===== src/rtl/serial_alu_ctrl.sv =====
`default_nettype none
// ============================================================================
// Module   : serial_alu_ctrl
// Purpose  : Bit-serial ALU sequencer. It runs a 1-bit slice LSB first over
//            WIDTH cycles and then registers the result and the flags.
// Revision : 1.0 - initial release
// ============================================================================
module serial_alu_ctrl #(
    parameter int WIDTH = 64,
    parameter int CNT_W = $clog2(WIDTH)
) (
    input  logic             clk,
    input  logic             reset_n,
    input  logic             start,
    input  logic [WIDTH-1:0] A,
    input  logic [WIDTH-1:0] B,
    input  logic [2:0]       cntrl,
    output logic             busy,
    output logic             done,
    output logic [WIDTH-1:0] result,
    output logic             negative,
    output logic             zero,
    output logic             overflow,
    output logic             carry_out
);

    typedef enum logic [1:0] {
        S_IDLE = 2'd0,
        S_RUN  = 2'd1,
        S_DONE = 2'd2
    } state_t;

    localparam logic [CNT_W-1:0] c_last_bit = CNT_W'(WIDTH - 1);
    localparam logic [2:0]       c_op_sub   = 3'b011;

    state_t           r_state;
    state_t           w_state_nxt;
    logic [WIDTH-1:0] r_a_sh;
    logic [WIDTH-1:0] r_b_sh;
    logic [WIDTH-1:0] r_res_sh;
    logic [2:0]       r_op;
    logic             r_carry;
    logic             r_cin_msb;
    logic [CNT_W-1:0] r_cnt;

    logic w_accept;
    logic w_last;
    logic w_is_arith;
    logic w_bx;
    logic w_sum;
    logic w_cout;

    // The DONE cycle is already IDLE, so a held start is accepted right after done.
    assign w_accept   = (r_state == S_IDLE) && start;
    assign w_last     = (r_cnt == c_last_bit);
    assign w_is_arith = (r_op[2:1] == 2'b01);

    // One-bit ALU slice
    always_comb begin
        w_bx   = r_b_sh[0] ^ r_op[0];
        w_sum  = 1'b0;
        w_cout = 1'b0;
        case (r_op)
            3'b000: w_sum = r_b_sh[0];
            3'b010,
            3'b011: begin
                w_sum  = r_a_sh[0] ^ w_bx ^ r_carry;
                w_cout = (r_a_sh[0] & w_bx) | (r_a_sh[0] & r_carry) | (w_bx & r_carry);
            end
            3'b100: w_sum = r_a_sh[0] & r_b_sh[0];
            3'b101: w_sum = r_a_sh[0] | r_b_sh[0];
            3'b110: w_sum = r_a_sh[0] ^ r_b_sh[0];
            default: w_sum = 1'b0;
        endcase
    end

    always_comb begin
        w_state_nxt = r_state;
        case (r_state)
            S_IDLE:  if (start) w_state_nxt = S_RUN;
            S_RUN:   if (w_last) w_state_nxt = S_DONE;
            S_DONE:  w_state_nxt = S_IDLE;
            default: w_state_nxt = S_IDLE;
        endcase
    end

    always_ff @(posedge clk or negedge reset_n) begin
        if (!reset_n) begin
            r_state <= S_IDLE;
        end else begin
            r_state <= w_state_nxt;
        end
    end

    always_ff @(posedge clk or negedge reset_n) begin
        if (!reset_n) begin
            r_a_sh    <= '0;
            r_b_sh    <= '0;
            r_res_sh  <= '0;
            r_op      <= 3'b000;
            r_carry   <= 1'b0;
            r_cin_msb <= 1'b0;
            r_cnt     <= '0;
            busy      <= 1'b0;
            done      <= 1'b0;
            result    <= '0;
            negative  <= 1'b0;
            zero      <= 1'b0;
            overflow  <= 1'b0;
            carry_out <= 1'b0;
        end else begin
            done <= 1'b0;
            if (w_accept) begin
                busy <= 1'b1;
            end else if (done) begin
                busy <= 1'b0;
            end
            case (r_state)
                S_IDLE: begin
                    if (start) begin
                        r_a_sh  <= A;
                        r_b_sh  <= B;
                        r_op    <= cntrl;
                        r_carry <= (cntrl == c_op_sub);
                        r_cnt   <= '0;
                    end
                end
                S_RUN: begin
                    r_res_sh <= {w_sum, r_res_sh[WIDTH-1:1]};
                    r_a_sh   <= {1'b0, r_a_sh[WIDTH-1:1]};
                    r_b_sh   <= {1'b0, r_b_sh[WIDTH-1:1]};
                    r_carry  <= w_cout;
                    if (w_last) begin
                        r_cin_msb <= r_carry;
                    end else begin
                        r_cnt <= r_cnt + CNT_W'(1);
                    end
                end
                S_DONE: begin
                    result    <= r_res_sh;
                    negative  <= r_res_sh[WIDTH-1];
                    zero      <= ~|r_res_sh;
                    carry_out <= w_is_arith & r_carry;
                    overflow  <= w_is_arith & (r_cin_msb ^ r_carry);
                    done      <= 1'b1;
                    r_cnt     <= '0;
                end
                default: ;
            endcase
        end
    end

endmodule
`default_nettype wire


===== config.mk =====
export PLATFORM = sky130hd
export DESIGN_NAME = serial_alu_ctrl
export DESIGN_NICKNAME = d
export VERILOG_FILES = /design/src/rtl/serial_alu_ctrl.sv
export SDC_FILE = /design/constraint.sdc
export NUM_CORES = 1
export LEC_CHECK = 0
export CAP_MARGIN = 30
export CORE_MARGIN = 2
export CORE_UTILIZATION = 48
export CTS_BUF_LIST = sky130_fd_sc_hd__clkbuf_16
export CTS_CLUSTER_DIAMETER = 200
export DETAILED_ROUTE_END_ITERATION = 10
export PLACE_DENSITY = 0.77
export SLEW_MARGIN = 15
export SYNTH_ARGS = -nofsm -noshare
export SYNTH_HDL_FRONTEND = slang
export SYNTH_SLANG_ARGS = --single-unit
export TNS_END_PERCENT = 100

===== constraint.sdc =====
create_clock -name clk -period 1.56 [get_ports clk]
set_input_delay 0.234 -clock clk [delete_from_list [all_inputs] [get_ports clk]]
set_output_delay 0.234 -clock clk [all_outputs]
set_load 0.01 [all_outputs]

## Yosys cells after proc, flatten, opt, wreduce, memory -nomap -nowiden

Index checks and enable logic that the tools add are counted.

- Word-level logic and storage cells: 74
- Bits of input ports: 134
- Latch bits: 0
- RAM bits: 0
- Bits in read-only memories: 0
- Memories kept: 0
- Bits in registers: 275
- Output and inout bits: 70

- Multiplexer cells: 17
- Order comparisons: 0
- Divide/modulo/power cells: 0
- Add/sub/neg operators: 1
- Bitwise logic cells: 14
- Eq/ne operators: 13
- Multiply operators: 0
- Reductions and logical operators: 14
- Shift operators: 0

Operators with widths:

| cell | number |
|---|---|
| $pmux 64 s2 | 2 |
| $mux 64 | 2 |
| $reduce_or 64->1 | 1 |
| $pmux 6 s3 | 1 |
| $mux 6 | 2 |
| $eq 3x2->1 const B | 3 |
| $eq 3x3->1 const B | 3 |
| $reduce_and 2->1 | 4 |
| $add 6x1->6 const B | 1 |
| $and 1x1->1 | 6 |
| $eq 6x6->1 const B | 1 |
| $ne 2x2->1 const B | 3 |
| $mux 1 | 5 |
| $pmux 1 s5 | 1 |
| $xor 1x1->1 | 5 |
| $eq 2x1->1 const B | 2 |
| $mux 2 | 2 |
| $pmux 2 s2 | 1 |
| $reduce_bool 2->1 | 2 |
| $logic_not 3->1 | 1 |
| $or 1x1->1 | 3 |
| $reduce_and 3->1 | 1 |
| $reduce_bool 3->1 | 1 |
| $eq 2x2->1 const B | 1 |
| other kinds (5) | 5 |

## Longest topological paths before layout

- Depth in word-level cells: 6
- Mapped depth: 7

## Worst setup path before layout

Ideal clock, no wire load.

- Kind: reg-to-reg
- Start: register r_state[0]
- End: register zero
- Slack: 0.083 ns
- Data arrival time: 1.401 ns
- Stages on the path, launching flop included: 7
- Buffers on the path: 1
- Library setup time: 0.076 ns
- Cell sequence: dfrtp_1 > nand2b_1 > clkbuf_1 > inv_2 > nand4_1 > or4_1 > o21ai_1

- Cells in the longest elaborated chain, start to end: 1

RTL lines:

| what | RTL line | text |
|---|---|---|
| start: declaration | 36 | `state_t r_state;` |
| start signal: assignment | 91 | `r_state <= w_state_nxt;` |
| $eq 2x2->1 | 118 | `case (r_state)` |
| end signal: assignment | 142 | `zero <= ~\|r_res_sh;` |
| end: declaration | 22 | `output logic zero,` |

No other way between the ends.
A chain may end at the register's enable or synchronous reset.

## Final worst setup path

- Start: register r_res_sh[32]
- End: register zero

- Cells in the longest elaborated chain, start to end: 2

RTL lines:

| what | RTL line | text |
|---|---|---|
| start: declaration | 40 | `logic [WIDTH-1:0] r_res_sh;` |
| start signal: assignment | 129 | `r_res_sh <= {w_sum, r_res_sh[WIDTH-1:1]};` |
| $reduce_or 64->1 | 142 |  |
| $logic_not 1->1 | 142 |  |

No other way between the ends.

==> flow_summary.ini <==
[run_status]
status = complete, but fails checks
violations = setup timing

[clock_tree]
insertion_delay_ns = 0.54
clock_path_buffers = 3
htreeDepth = 1
clock_sinks = 274
cts_tree = done
cts_root_buf = clkbuf_16
cts_buffers = 28
path_clk_slew_ns = 0.06

[critical_path]
start_kind = flop
critPathMaxStageDelay_ns = 0.47
endpoint_kind = flop
worst_path_max_delay_cell = or4_4
worstPathCellList = nor4_2 -> buf_4 -> nand4_1 -> or4_4 -> o21ai_1
required_ns = 2.02
path_max_fanout = 2
crit_type = reg2reg
critPathArrivalTime_ns = 2.14

[cells_and_area]
layout-drive-gt1-share = 0.1189
final_cell_mix = nand2_1 (514), dfrtp_1 (274), clkdlybuf4s50_1 (132)
final_common_cell = nand2_1
fillers = 1837
nNetsFinal = 1606
stdcell_count = 1810
finalInstanceArea_um2 = 16080
area_delta_synth_final_pct = 38.49

[placement]
place_ws_ns = -0.2211
placed_cells = 1732
gp_congestion = 0.7788
place_area_um2 = 14630
dp_hpwl_um = 18300
io_buffers = 203

[floorplan]
rows = 56
start_util = 0.4916
die_w_um = 159.5
core_area_um2 = 23610
die-area_um2 = 25450
die_y_um = 159.5
io_pins = 204

[grt]
grt_max_degree = 68
grt_use_total = 0.2107
grt_pass1_wl_um = 44670
antenna_found_initial = 3
overflow = 0
grt_pass1_vias = 9154

[power_and_ir_drop]
p_leak_nw = 8.550
ir_worst_vdd_v = 0.0008959
powerDensity_nw_per_um2 = 1349
p_total_mw = 21.69

[sta]
rsz0062_at_grt = true
postLayoutSetupSlackWorst_ns = -0.1123
slew_headroom = 0.6760
fmax_mhz = 598.0
hold_slack_ns = 0.1856
drv_slew = 0
finalCriticalPeriod_ns = 1.672
hold_viol = 0
final-setup-viol-count = 20
skew_ns = 0.009220
fin_crit_sh = 1.072
worst_pin_slew_ns = 0.4860

[synth]
yosys_warnings = 0
synthCells = 1201
synthTopCellsByArea = dfrtp_1 (59%), nand2_1 (17%), mux2i_1 (11%)
yosys-mux-area-fraction = 0.1141
yosys.area.top_type = dfrtp_1
synth.cell_area_um2 = 11610
ys_seq_elements = 274
synth-compound-area-share = 0.06715
synth_area_per_cell_um2 = 9.666
syn-num-nets = 1339
synth_xor_area_frac = 0.003018
synth_top_area_share = 0.5906
synth_adder_area_share = 0.004958
synth-simple-area-share = 0.1876
ys_seq_area_frac = 0.5906
synth_top_family_by_area = simple AND/OR/NAND/NOR gates
synth_cell_type_count = 37

[detailed_routing]
post_drt_wl_per_cell_um = 15.70
viasPerCell = 5.099
drt_pass1_iterations = 5
routed_wl_um = 28420
drc = 0
num_vias = 9229
drt_iter0_markers = 640
ant_nets = 0

[job]
cap_viol_max_count = 0

[worst_hold_path]
min_path_type = in2async
[final timing paths]
kind | start | to | slack, ns | cells after the start
worst max-delay path | r_res_sh[32] | zero | -0.11 | 5
worst min-delay path | reset_n | result[17] | 0.19 | 2
worst max register to register | r_res_sh[32] | zero | -0.11 | 5
worst min register to register | result[17] | result[17] | 0.47 | 2
max in group asynchronous | reset_n | r_a_sh[1] | 0.71 | 3
min in group clk | cntrl[2] | r_op[2] | 0.30 | 3
[sequential cells by signal, summed over array words and instances, names as in the netlist]
name	count
r_op	3
r_cnt	6
busy	1
done	1
r_b_sh	64
r_res_sh	64
zero	1
r_cin_msb	1
result	64
overflow	1
r_carry	1
r_state	2
r_a_sh	64
carry_out	1
[Yosys cell counts]
| master | number |
|---|---|
| buf_1 | 14 |
| nor2b_1 | 1 |
| and2_1 | 2 |
| dfrtp_1 | 274 |
| nand2_1 | 515 |
| o21bai_1 | 2 |
| a221oi_1 | 1 |
| a22o_1 | 4 |
| xnor2_1 | 1 |
| nand3b_1 | 2 |
| a211oi_1 | 1 |
| o211a_1 | 1 |
| a21oi_1 | 2 |
| nor2_1 | 2 |
| nand2b_1 | 2 |
| or4_1 | 1 |
| o21ai_1 | 128 |
| buf_2 | 13 |
| o211ai_1 | 1 |
| and3_1 | 3 |
| clkbuf_1 | 35 |
| xor2_1 | 3 |
| a31oi_1 | 2 |
| o21ai_0 | 5 |
| ha_1 | 3 |
| buf_4 | 13 |
| inv_2 | 1 |
| mux2i_1 | 129 |
| mux2_1 | 1 |
| nand4_1 | 4 |
| fa_1 | 1 |
| mux2_2 | 2 |
| inv_1 | 7 |
| o31ai_1 | 1 |
| nand3_1 | 6 |
| nor4_1 | 16 |
| nor3_1 | 2 |
[layer usage]
layer	part of all wire	track usage	wire length (um)	up-vias
met5	0.00046	0	13	-
met4	0.021	0.05000	585	2
met3	0.063	0.04376	1779	42
met2	0.49	0.3625	14000	269
met1	0.42	0.2751	12050	4437
li1	-	-	-	4479
[through the flow]
step	utilization	TNS, ns
2_1_floorplan	-	0
4_1_cts	0.6550	-0.1747
5_1_grt	0.6807	-7.026
3_3_place_gp	0.6195	-0.1829
3_5_place_dp	0.6195	-0.2211
6_report	0.6809	-0.4337
[kinds of logic (layout without fill, tap and decap cells)]
group                    after synthesis  in the layout
adder cells (fa/ha/maj)                4              4
buffers and inverters                 83            371
AO/OA/AOI/OAI                        148            148
flip-flops                           274            274
XOR/XNOR                               4              4
AND/OR/NAND/NOR                      556            556
multiplexers                         132            132
other                                  0              2
[what timing repair did]
item                                    CTS  global route
pin swaps                                 1             5
endpoints found under the hold margin   274             0
gates resized for setup                  72            41
gates cloned                              0            14
hold buffers                              1             0
endpoints found under the setup margin   73           167
setup buffers                             1             9
[final cells by class]
cell class | instances | area, um2 | area share
tap | 319 | 399.1 | 0.02483
antenna | 2 | 5.005 | 0.0003113
inverter | 8 | 30.03 | 0.001868
clock inverter | 22 | 168.9 | 0.01051
multi-input combinational | 844 | 4514 | 0.2808
clock buffer | 29 | 725.7 | 0.04514
timing repair buffer | 312 | 3377 | 0.2101
sequential | 274 | 6857 | 0.4265
[critical path, delay by kind of cell (launching register included)]
family / cells / cell delay, ns
buffers and inverters: 1 / 0.15
DFF: 1 / 0.39
AOI/OAI and AO/OA: 1 / 0.12
and+or+nand+nor: 3 / 0.95
[where the power goes]
part	internal [mW]	switching [mW]
logic	2.50	2.15
registers	9.07	1.44
clock network	3.83	2.71
total	15.4	6.30
Note: power is estimated with default switching activity, not from simulation.
